File: src/rtl/tenyr_irq_ctrl.sv
// tenyr_irq_ctrl: NIRQ-line interrupt controller with a req/ack/eoi core handshake and a
// four-register software port (PEND/ENAB/EDGE/STAT). Define IRQ_SYNC_EN for a 2-flop input synchronizer.
`timescale 1ns/1ps
module tenyr_irq_ctrl #(
   parameter int NIRQ     = 32,
   parameter int IRQ_BITS = 5
) (
   input  logic                clk,
   input  logic                reset,
   input  logic [NIRQ-1:0]     irqs,
   input  logic                strobe,
   input  logic                we,
   input  logic [1:0]          addr,
   input  logic [31:0]         d_in,
   output logic [31:0]         d_out,
   output logic                ack,
   output logic                irq_req,
   output logic [IRQ_BITS-1:0] irq_num,
   input  logic                irq_ack,
   input  logic                irq_eoi
);
   localparam logic [1:0] S_IDLE = 2'd0;
   localparam logic [1:0] S_REQ  = 2'd1;
   localparam logic [1:0] S_SERV = 2'd2;

   logic [NIRQ-1:0]     pend_r;
   logic [NIRQ-1:0]     enab_r;
   logic [NIRQ-1:0]     edge_r;
   logic [NIRQ-1:0]     prev_r;
   logic [1:0]          state_r;
   logic                serv_r;
   logic [4:0]          serv_idx_r;
   logic [NIRQ-1:0]     irqs_s;
   logic [NIRQ-1:0]     cand_s;
   logic [NIRQ-1:0]     w1c_s;
   logic [NIRQ-1:0]     svc_clr_s;
   logic [NIRQ-1:0]     pend_nxt_s;
   logic                acc_s;
   logic                wr_s;
   logic [31:0]         rd_data_s;
   logic [IRQ_BITS-1:0] win_s;

   function automatic logic [IRQ_BITS-1:0] lowest_set(input logic [NIRQ-1:0] v);
      logic [IRQ_BITS-1:0] idx;
      idx = {IRQ_BITS{1'b0}};
      for (int i = NIRQ - 1; i >= 0; i--) begin
         if (v[i]) idx = IRQ_BITS'(i);
      end
      return idx;
   endfunction

`ifdef IRQ_SYNC_EN
   logic [NIRQ-1:0] sync1_r;
   logic [NIRQ-1:0] sync2_r;

   // Two-stage synchronizer for asynchronous interrupt sources
   always_ff @(posedge clk) begin
      if (!reset) begin
         sync1_r <= {NIRQ{1'b0}};
         sync2_r <= {NIRQ{1'b0}};
      end else begin
         sync1_r <= irqs;
         sync2_r <= sync1_r;
      end
   end
   assign irqs_s = sync2_r;
`else
   assign irqs_s = irqs;
`endif

   // Next-state of the pending bits, arbitration winner and read mux
   always_comb begin
      acc_s  = strobe & ~ack;
      wr_s   = acc_s & we;
      cand_s = pend_r & enab_r;
      win_s  = lowest_set(cand_s);
      if (wr_s && addr == 2'd0) begin
         w1c_s = d_in[NIRQ-1:0];
      end else begin
         w1c_s = {NIRQ{1'b0}};
      end
      for (int i = 0; i < NIRQ; i++) begin
         svc_clr_s[i] = (state_r == S_REQ) && irq_ack && (irq_num == IRQ_BITS'(i));
      end
      // Edge lines: a new rising edge beats any clear on the same cycle; level lines mirror the input.
      pend_nxt_s = (edge_r & ((pend_r & ~w1c_s & ~svc_clr_s) | (irqs_s & ~prev_r)))
                 | (~edge_r & irqs_s);
      case (addr)
         2'd0:    rd_data_s = 32'(pend_r);
         2'd1:    rd_data_s = 32'(enab_r);
         2'd2:    rd_data_s = 32'(edge_r);
         default: rd_data_s = {serv_r, 26'd0, serv_idx_r};
      endcase
   end

   // Register file, capture, bus acknowledge and request/service sequencing
   always_ff @(posedge clk) begin
      if (!reset) begin
         pend_r     <= {NIRQ{1'b0}};
         enab_r     <= {NIRQ{1'b0}};
         edge_r     <= {NIRQ{1'b0}};
         prev_r     <= {NIRQ{1'b0}};
         state_r    <= S_IDLE;
         serv_r     <= 1'b0;
         serv_idx_r <= 5'd0;
         irq_req    <= 1'b0;
         irq_num    <= {IRQ_BITS{1'b0}};
         ack        <= 1'b0;
         d_out      <= 32'd0;
      end else begin
         prev_r <= irqs_s;
         pend_r <= pend_nxt_s;
         ack    <= acc_s;
         if (acc_s && !we) d_out <= rd_data_s;
         if (wr_s && addr == 2'd1) enab_r <= d_in[NIRQ-1:0];
         if (wr_s && addr == 2'd2) edge_r <= d_in[NIRQ-1:0];
         case (state_r)
            S_IDLE: begin
               if (cand_s != {NIRQ{1'b0}}) begin
                  state_r <= S_REQ;
                  irq_req <= 1'b1;
                  irq_num <= win_s;
               end
            end
            S_REQ: begin
               if (irq_ack) begin
                  state_r    <= S_SERV;
                  irq_req    <= 1'b0;
                  serv_r     <= 1'b1;
                  serv_idx_r <= 5'(irq_num);
               end
            end
            S_SERV: begin
               if (irq_eoi) begin
                  state_r <= S_IDLE;
                  serv_r  <= 1'b0;
               end
            end
            default: begin
               state_r <= S_IDLE;
               irq_req <= 1'b0;
            end
         endcase
      end
   end
endmodule

File: config.mk
export PLATFORM = sky130hd
export DESIGN_NAME = tenyr_irq_ctrl
export DESIGN_NICKNAME = d
export VERILOG_FILES = /design/src/rtl/tenyr_irq_ctrl.sv
export SDC_FILE = /design/constraint.sdc
export NUM_CORES = 1
export LEC_CHECK = 0
export BUFFER_PORTS_ARGS = -buffer_cell sky130_fd_sc_hd__clkbuf_2
export CAP_MARGIN = 20
export CORE_ASPECT_RATIO = 1.4
export CORE_MARGIN = 5
export CORE_UTILIZATION = 45
export CTS_CLUSTER_SIZE = 25
export DETAILED_ROUTE_END_ITERATION = 16
export PLACE_DENSITY = 0.65
export SLEW_MARGIN = 30
export SYNTH_ARGS = -nofsm -noshare
export SYNTH_HDL_FRONTEND = slang
export SYNTH_SLANG_ARGS = --single-unit
File: constraint.sdc
create_clock -name clk -period 2.2 [get_ports clk]
set_input_delay 0.22 -clock clk [delete_from_list [all_inputs] [get_ports clk]]
set_output_delay 0.22 -clock clk [all_outputs]
set_load 0.02 [all_outputs]
---- Word level (Yosys, flattened, before mapping) ----
Cells that the tools add are included.
word-level totals
  output and inout port bits .............. 39
  input bits .............................. 72
  latch bits .............................. 0
  memories ................................ 0
  flip-flop bits (word level) ............. 175
  bits in writable memories ............... 0
  bits in read-only memories .............. 0
cells by class
  shift operators ......................... 0
  multiply operators ...................... 0
  add/subtract/negate cells ............... 0
  magnitude comparators ................... 0
  bitwise logic cells ..................... 16
  eq/ne operators ......................... 38
  div/mod/pow operators ................... 0
  muxes and demuxes ....................... 44
  reduce and logical (&&, ||, !) cells .... 48
operator list
  operator              count
  $and A32 B32 Y32      6
  $mux W5               32
  $not A32 Y32          4
  $pmux W32 S3          1
  $eq A5 B5 Y1 const B  16
  $or A32 B32 Y32       2
  $eq A5 B4 Y1 const B  8
  $logic_and A1 B1 Y1   37
  $mux W32              1
  $reduce_bool A32 Y1   1
  $eq A5 B3 Y1 const B  4
  $eq A5 B2 Y1 const B  2
  $reduce_and A3 Y1     3
  $mux W2               3
  $ne A2 B2 Y1 const B  3
  $pmux W2 S3           1
  $eq A5 B1 Y1 const B  1
  $logic_not A5 Y1      1
  $eq A2 B1 Y1 const B  2
  $eq A2 B2 Y1 const B  2
  $logic_not A2 Y1      2
  $mux W1               4
  $reduce_and A2 Y1     2
  $pmux W1 S3           1
  5 further kinds       7

---- Logic depth before layout (Yosys ltp) ----
Gate-level depths: netlist of the first run.
  word-level depth ........................ 33
  gate-level depth with buffers ........... 8

---- Least setup slack after synthesis of the first run ----
OpenSTA, ideal clock, no wires.
  path kind ............................... reg-to-reg
  from .................................... register irq_num[0]
  to ...................................... register pend_r[11]
  period minus slack after synthesis ...... 1,696 ps
  setup slack ............................. 504 ps
  path buffers ............................ 1
  arrival ................................. 1,583 ps
  stages on the path, launching flop included .. 7
  setup time .............................. 114 ps
  cell sequence ........................... dfxtp_1 clkbuf_1 nand2_1 or3_4 o2111ai_1 a21oi_1 a21o_1
between the ends
  cells in the longest elaborated chain, start to end .. 7
ends and longest elaborated chain
  item                    RTL line  RTL
  start, declared         18        output logic [IRQ_BITS-1:0] irq_num,
  start signal, assigned  107       irq_num <= {IRQ_BITS{1'b0}};
  start signal, assigned  122       irq_num <= win_s;
  $eq A5 B4 Y1            83        svc_clr_s[i] = (state_r == S_REQ) && irq_ack && (irq_num == IRQ_BITS'(i));
  $logic_and A1 B1 Y1     83
  $not A32 Y32            86        pend_nxt_s = (edge_r & ((pend_r & ~w1c_s & ~svc_clr_s) | (irqs_s & ~prev_r)))
  $and A32 B32 Y32        86
  $or A32 B32 Y32         86
  $and A32 B32 Y32        86
  $or A32 B32 Y32         87        | (~edge_r & irqs_s);
  end signal, assigned    99        pend_r <= {NIRQ{1'b0}};
  end signal, assigned    112       pend_r <= pend_nxt_s;
  end, declared           26        logic [NIRQ-1:0] pend_r;
Every way passes these cells.
A chain may end at the register's enable or synchronous reset.

---- Worst setup path in the final report of the first run ----
  from .................................... register irq_num[1]
  to ...................................... register pend_r[14]
Same word-level chain as after synthesis.

==> results of run 1 <==
==> logic make-up (layout without fill, tap and decap cells) <==
logic type      after synthesis  count (layout)  share of synthesized area [%]
mux                          32              32                           5.23
compound gates              223             223                           18.5
simple gates                448             448                           26.3
flops                       175             175                           46.4
buf+inv                      62             178                           3.54
==> path summary, 6_finish.rpt <==
kind                                 from                     to  slack (ns)  cells after the start
setup / recovery  irq_num[1]$_SDFFE_PN0P_  pend_r[14]$_SDFF_PN0_        0.28                      5
hold / removal                    irqs[2]   prev_r[2]$_SDFF_PN0_        0.01                      2
setup reg to reg  irq_num[1]$_SDFFE_PN0P_  pend_r[14]$_SDFF_PN0_        0.28                      5
hold reg to reg     d_out[4]$_SDFFE_PN0P_  d_out[4]$_SDFFE_PN0P_        0.45                      2
==> flip-flops by register name (all words and copies together) (netlist names), 2 cells and up <==
register / count
d_out: 32
edge_r: 32
enab_r: 32
pend_r: 32
prev_r: 32
irq_num: 5
serv_idx_r: 5
state_r: 2
==> metrics by stage <==
stage               power (mW)  utilization, %  hold slack, ns
floorplan                 3.88               -           0.356
global placement          4.17            50.5           0.448
detailed placement        4.18            50.5           0.448
CTS                       7.50            54.9        0.000615
global route              7.73            54.9         0.00650
finish                    7.46            54.9          0.0127
==> metal layers <==
layer	global-route usage (%)	vias up	routed length, µm
li1	-	3466	-
met1	27.8	3354	9550
met2	42.8	181	11800
met3	4.57	55	865
met4	11.4	0	758
met5	0	-	0
==> cells in the final DEF (no fill, tap or decap), types with 3 or more instances in the layout <==
cell / synthesis / layout
a211oi_1: 29 / 29
a21o_1: 12 / 12
a21oi_1: 109 / 109
a221oi_1: 3 / 3
a22o_1: 9 / 9
a22oi_1: 11 / 11
a32o_1: 3 / 3
and2_1: 36 / 36
buf_12: 0 / 6
buf_4: 3 / 21
bufinv_16: 0 / 4
clkbuf_16: 0 / 17
clkbuf_2: 0 / 110
clkbuf_8: 0 / 5
dfxtp_1: 175 / 175
dlygate4sd3_1: 0 / 7
mux2i_1: 26 / 26
mux4_2: 6 / 6
nand2_1: 253 / 253
nand2b_1: 6 / 6
nand3_1: 24 / 24
nand4_1: 9 / 9
nor2_1: 63 / 63
nor2b_1: 6 / 4
nor3_1: 35 / 34
o2111ai_1: 10 / 10
o21ai_0: 22 / 22
or3_4: 3 / 3
==> area by class of cell <==
class | instances | area, µm²
fillers | 1612 | 7500
flip-flops and latches | 175 | 3500
clock buffers | 24 | 502
multi-input cells | 703 | 3790
inverters | 2 | 7.51
well taps | 203 | 254
clock inverters | 8 | 150
repair buffers | 144 | 898
==> repair_timing <==
item / CTS / global route
buffers inserted: 0 / 0
resized for setup: 0 / 0
endpoints found under the hold margin: 7 / 0
hold buffers: 7 / 0
==> power breakdown <==
part           internal [mW]  switching [mW]  total (mW)  leakage [nW]
clock                   2.06            1.28        3.34         0.317
sequential              3.30           0.112        3.42          1.43
combinational          0.277           0.427       0.704          1.92
total                   5.64            1.82        7.46          3.67
==> results.sh, run 1 <==
export IMPL_setup_slack_ns=0.278
export IMPL_setup_violations=0
export IMPL_pre_cts_slack_ns=0.335
export IMPL_cpLargestDelayFamily="simple AND/OR/NAND/NOR gates"
export IMPL_clockBufferDepth=2
export IMPL_synth_top_cell_area_share_pct=46.4
export IMPL_yosys_area_top_type="dfxtp_1"
export IMPL_p_per_area_mw_per_mm2=818
export IMPL_syn_nets=1012
export IMPL_dr_pass1_iters=5
export IMPL_core_area_mm2=0.0166
export IMPL_clk_pin_slew_worst_paths_ns=0.06
export IMPL_yosys_cell_types_count=53
export IMPL_synth_seq_area_share_pct=46.4
export IMPL_rows=56
export IMPL_viasPerCell=5.60
export IMPL_max_freq_mhz=520
export IMPL_ir_worst_vdd_mv=0.524
export IMPL_place_inst=1220
export IMPL_fin_crit_sh_pct=87.4
export IMPL_synth_seq_cells=175
export IMPL_grt_pass1_wl_um=37100
export IMPL_grtUsageTotal_pct=24.1
export IMPL_die_area_mm2=0.0195
export IMPL_detail_route_antenna_nets=0
export IMPL_drv_cap=0
export IMPL_max_slew_margin_pct=66.8
export IMPL_overflow=0
export IMPL_critical_path_cell_chain="nand2b_1, or3_4, o2111ai_1, a21oi_1, a21o_1"
export IMPL_yosys_most_used_dff="dfxtp_1"
export IMPL_maxSlewViolCount=0
export IMPL_end_kind="flip-flop"
export IMPL_cts_sinks=175
export IMPL_num_io_pins=111
export IMPL_ys_warn_count=0
export IMPL_required_ns=2.53
export IMPL_initial_utilization_pct=45.5
export IMPL_fp_dieH_um=163
export IMPL_clkLatencyLatePin_ns=0.44
export IMPL_wire_per_inst_um=18.2
export IMPL_min_period_ns=1.92
export IMPL_status="complete, no violations"
export IMPL_critPathLaunchType="flip-flop"
export IMPL_critPathSlowestCell="dfxtp_1"
export IMPL_cts_made_buffers=17
export IMPL_synth_edf_count=0
export IMPL_final_layout_size_suffix_gt1_share_pct=17.6
export IMPL_worstPathMaxFanout=11
export IMPL_final_area_mm2=0.00911
export IMPL_grt_pass1_vias=7102
export IMPL_placed_cell_area_mm2=0.00839
export IMPL_h_tree_depth=4
export IMPL_area_delta_synth_final_pct=20.6
export IMPL_yosysMostFrequentCell="nand2_1"
export IMPL_fin_cells=1259
export IMPL_detailed_place_hpwl_um=16400
export IMPL_rsz0062_at_grt="false"
export IMPL_tritoncts="built"
export IMPL_ys_async_sr_fraction_pct=0
export IMPL_clock_root_buffer="clkbuf_16"
export IMPL_cp_buffers_inverters=0
export IMPL_avgSynthCellArea_um2=8.04
export IMPL_ys_top_cells_by_area="dfxtp_1 (46%), nand2_1 (13%), a21oi_1 (7.2%)"
export IMPL_hold_viol_final=0
export IMPL_cp_arrival_ns=2.25
export IMPL_ys_top_cells_by_count="nand2_1 (253), dfxtp_1 (175), a21oi_1 (109)"
export IMPL_drt_iter0_drc=503
export IMPL_chipWidth_um=120
export IMPL_min_delay_path_class="in2reg"
export IMPL_tns_ns=0
export IMPL_grt_max_degree=50
export IMPL_syn_area_mm2=0.00755
export IMPL_crit_type="reg2reg"
export IMPL_max_stage_delay_ns=0.59
export IMPL_clock_skew_ns=0.00561
export IMPL_diodes=0
export IMPL_vias=7056
export IMPL_fin_nets=1115
export IMPL_wirelength_um=22900
export IMPL_p_leak_nw=3.67
export IMPL_drc=0
export IMPL_tightest_slew_ns=0.498
export IMPL_place_gp_congestion=0.904
export IMPL_postSynthCellCount=940
export IMPL_antenna_found_initial=0
export IMPL_io_buffers=110
Power figures use the tool's default switching activity.
==> run 2: changes to the inputs <==
--- a/config.mk
+++ b/config.mk
@@ -14,4 +14,5 @@
 export DETAILED_ROUTE_END_ITERATION = 16
 export PLACE_DENSITY = 0.65
+export SETUP_SLACK_MARGIN = 0.3
 export SLEW_MARGIN = 30
 export SYNTH_ARGS = -nofsm -noshare
==> constraint.sdc (replaced) <==
create_clock -name clk -period 2.2 [get_ports clk]
set_input_delay 0.33 -clock clk [delete_from_list [all_inputs] [get_ports clk]]
set_output_delay 0.33 -clock clk [all_outputs]
set_load 0.02 [all_outputs]
==> run 2 against run 1 <==
Net effect: critical path depth increased by 1; clock skew increased by 0.0016 ns; cell count unchanged; power decreased by 1.6%; clock power decreased by 4%; first-iteration DRC count decreased by 2.4%.
==> results.sh, run 2 (synthesis gave the netlist of run 1 again) <==
export IMPL_antenna_found_initial=0
export IMPL_area_delta_synth_final_pct=20.2
export IMPL_grt_max_degree=70
export IMPL_required_ns=2.52
export IMPL_vias=7093
export IMPL_clkLatencyLatePin_ns=0.43
export IMPL_viasPerCell=5.63
export IMPL_hold_viol_final=0
export IMPL_io_buffers=110
export IMPL_max_freq_mhz=554
export IMPL_fp_dieH_um=163
export IMPL_clock_skew_ns=0.00718
export IMPL_timing_hold_ws_ns=0.116
export IMPL_tns_ns=0
export IMPL_final_common_cell="nand2_1"
export IMPL_p_total_mw=7.34
export IMPL_drc=0
export IMPL_cts_made_buffers=17
export IMPL_ir_worst_vdd_mv=0.422
export IMPL_overflow=0
export IMPL_p_leak_nw=3.65
export IMPL_final_area_mm2=0.00908
export IMPL_detail_route_antenna_nets=0
export IMPL_clk_pin_slew_worst_paths_ns=0.07
export IMPL_min_period_ns=1.81
export IMPL_status="complete, no violations"
export IMPL_maxSlewViolCount=0
export IMPL_critPathLaunchType="flip-flop"
export IMPL_die_area_mm2=0.0195
export IMPL_grtUsageTotal_pct=24.5
export IMPL_max_slew_margin_pct=61.8
export IMPL_detailed_place_hpwl_um=16800
export IMPL_cts_sinks=175
export IMPL_tritoncts="built"
export IMPL_drv_cap=0
export IMPL_p_per_area_mw_per_mm2=808
export IMPL_wire_per_inst_um=18.6
export IMPL_grt_pass1_wl_um=37600
export IMPL_crit_type="reg2reg"
export IMPL_final_cell_mix="nand2_1 (253), dfxtp_1 (174), clkbuf_2 (110)"
export IMPL_diodes=0
export IMPL_core_area_mm2=0.0166
export IMPL_grt_pass1_vias=7099
export IMPL_min_delay_path_class="in2reg"
export IMPL_rsz0062_at_grt="true"
export IMPL_place_gp_congestion=0.910
export IMPL_rows=56
export IMPL_worstPathMaxFanout=6
export IMPL_final_layout_size_suffix_gt1_share_pct=18.7
export IMPL_final_core_utilization_pct=54.7
export IMPL_hold_buffers=0
export IMPL_h_tree_depth=4
export IMPL_clockBufferDepth=2
export IMPL_drt_iter0_drc=491
export IMPL_placed_cell_area_mm2=0.00843
export IMPL_dr_pass1_iters=5
export IMPL_wirelength_um=23400
export IMPL_cp_arrival_ns=2.13
export IMPL_fin_nets=1115
export IMPL_end_kind="flip-flop"
export IMPL_num_io_pins=111
export IMPL_fin_crit_sh_pct=82.1
export IMPL_clock_root_buffer="clkbuf_16"
export IMPL_setup_violations=0
export IMPL_chipWidth_um=120
export IMPL_initial_utilization_pct=45.5
export IMPL_tightest_slew_ns=0.572
==> run 2: what timing repair did <==
item	4_1_cts	5_1_grt
setup endpoints to repair	1	17
buffers inserted	0	0
gates resized for setup	1	5
hold endpoints to repair	0	0
==> run 2: critical path, cell delays in order, from the launching register on <==
cell and delay, ns:
dfxtp_1 0.35, a22o_1 0.27, nor4_2 0.39, and4bb_1 0.32
nand2b_4 0.19, a311o_1 0.12, a21oi_1 0.05
==> run 2: final timing paths <==
path,start,endpoint,slack [ns],cells after the start
worst min register to register,d_out[4]$_SDFFE_PN0P_,d_out[4]$_SDFFE_PN0P_,0.45,2
worst max register to register,pend_r[24]$_SDFF_PN0_,irq_num[2]$_SDFFE_PN0P_,0.39,6
worst max-delay path,pend_r[24]$_SDFF_PN0_,irq_num[2]$_SDFFE_PN0P_,0.39,6
worst min-delay path,irqs[29],prev_r[29]$_SDFF_PN0_,0.12,2
==> run 2: where the power goes <==
group	leakage (nW)	total (mW)	switching (mW)	internal (mW)
Sequential	1.43	3.42	0.114	3.30
Combinational	1.93	0.700	0.430	0.269
Clock	0.292	3.22	1.26	1.96
Total	3.65	7.34	1.80	5.53
==> run 2: metrics by stage <==
| step | instances | setup slack [ns] |
|---|---|---|
| 2_1_floorplan | 940 | 0.504 |
| 3_3_place_gp | 1227 | 0.252 |
| 3_5_place_dp | 1227 | 0.221 |
| 4_1_cts | 1259 | 0.326 |
| 5_1_grt | 1259 | 0.253 |
| 6_report | 1259 | 0.394 |
==> run 2: area by class of cell <==
cell class / instances / area [µm²]
fillers: 1555 / 7520
multi-input cells: 703 / 3820
flip-flops and latches: 175 / 3500
repair buffers: 144 / 868
clock buffers: 22 / 464
well taps: 203 / 254
clock inverters: 10 / 160
inverters: 2 / 7.51
==> run 2: metal layers <==
layer	GRT usage (%)	part of all wire, %	up-vias
li1	-	-	3468
met1	28.0	40	3370
met5	0	0	-
met4	10.7	3.6	0
met2	44.1	52	200
met3	5.02	4.3	55
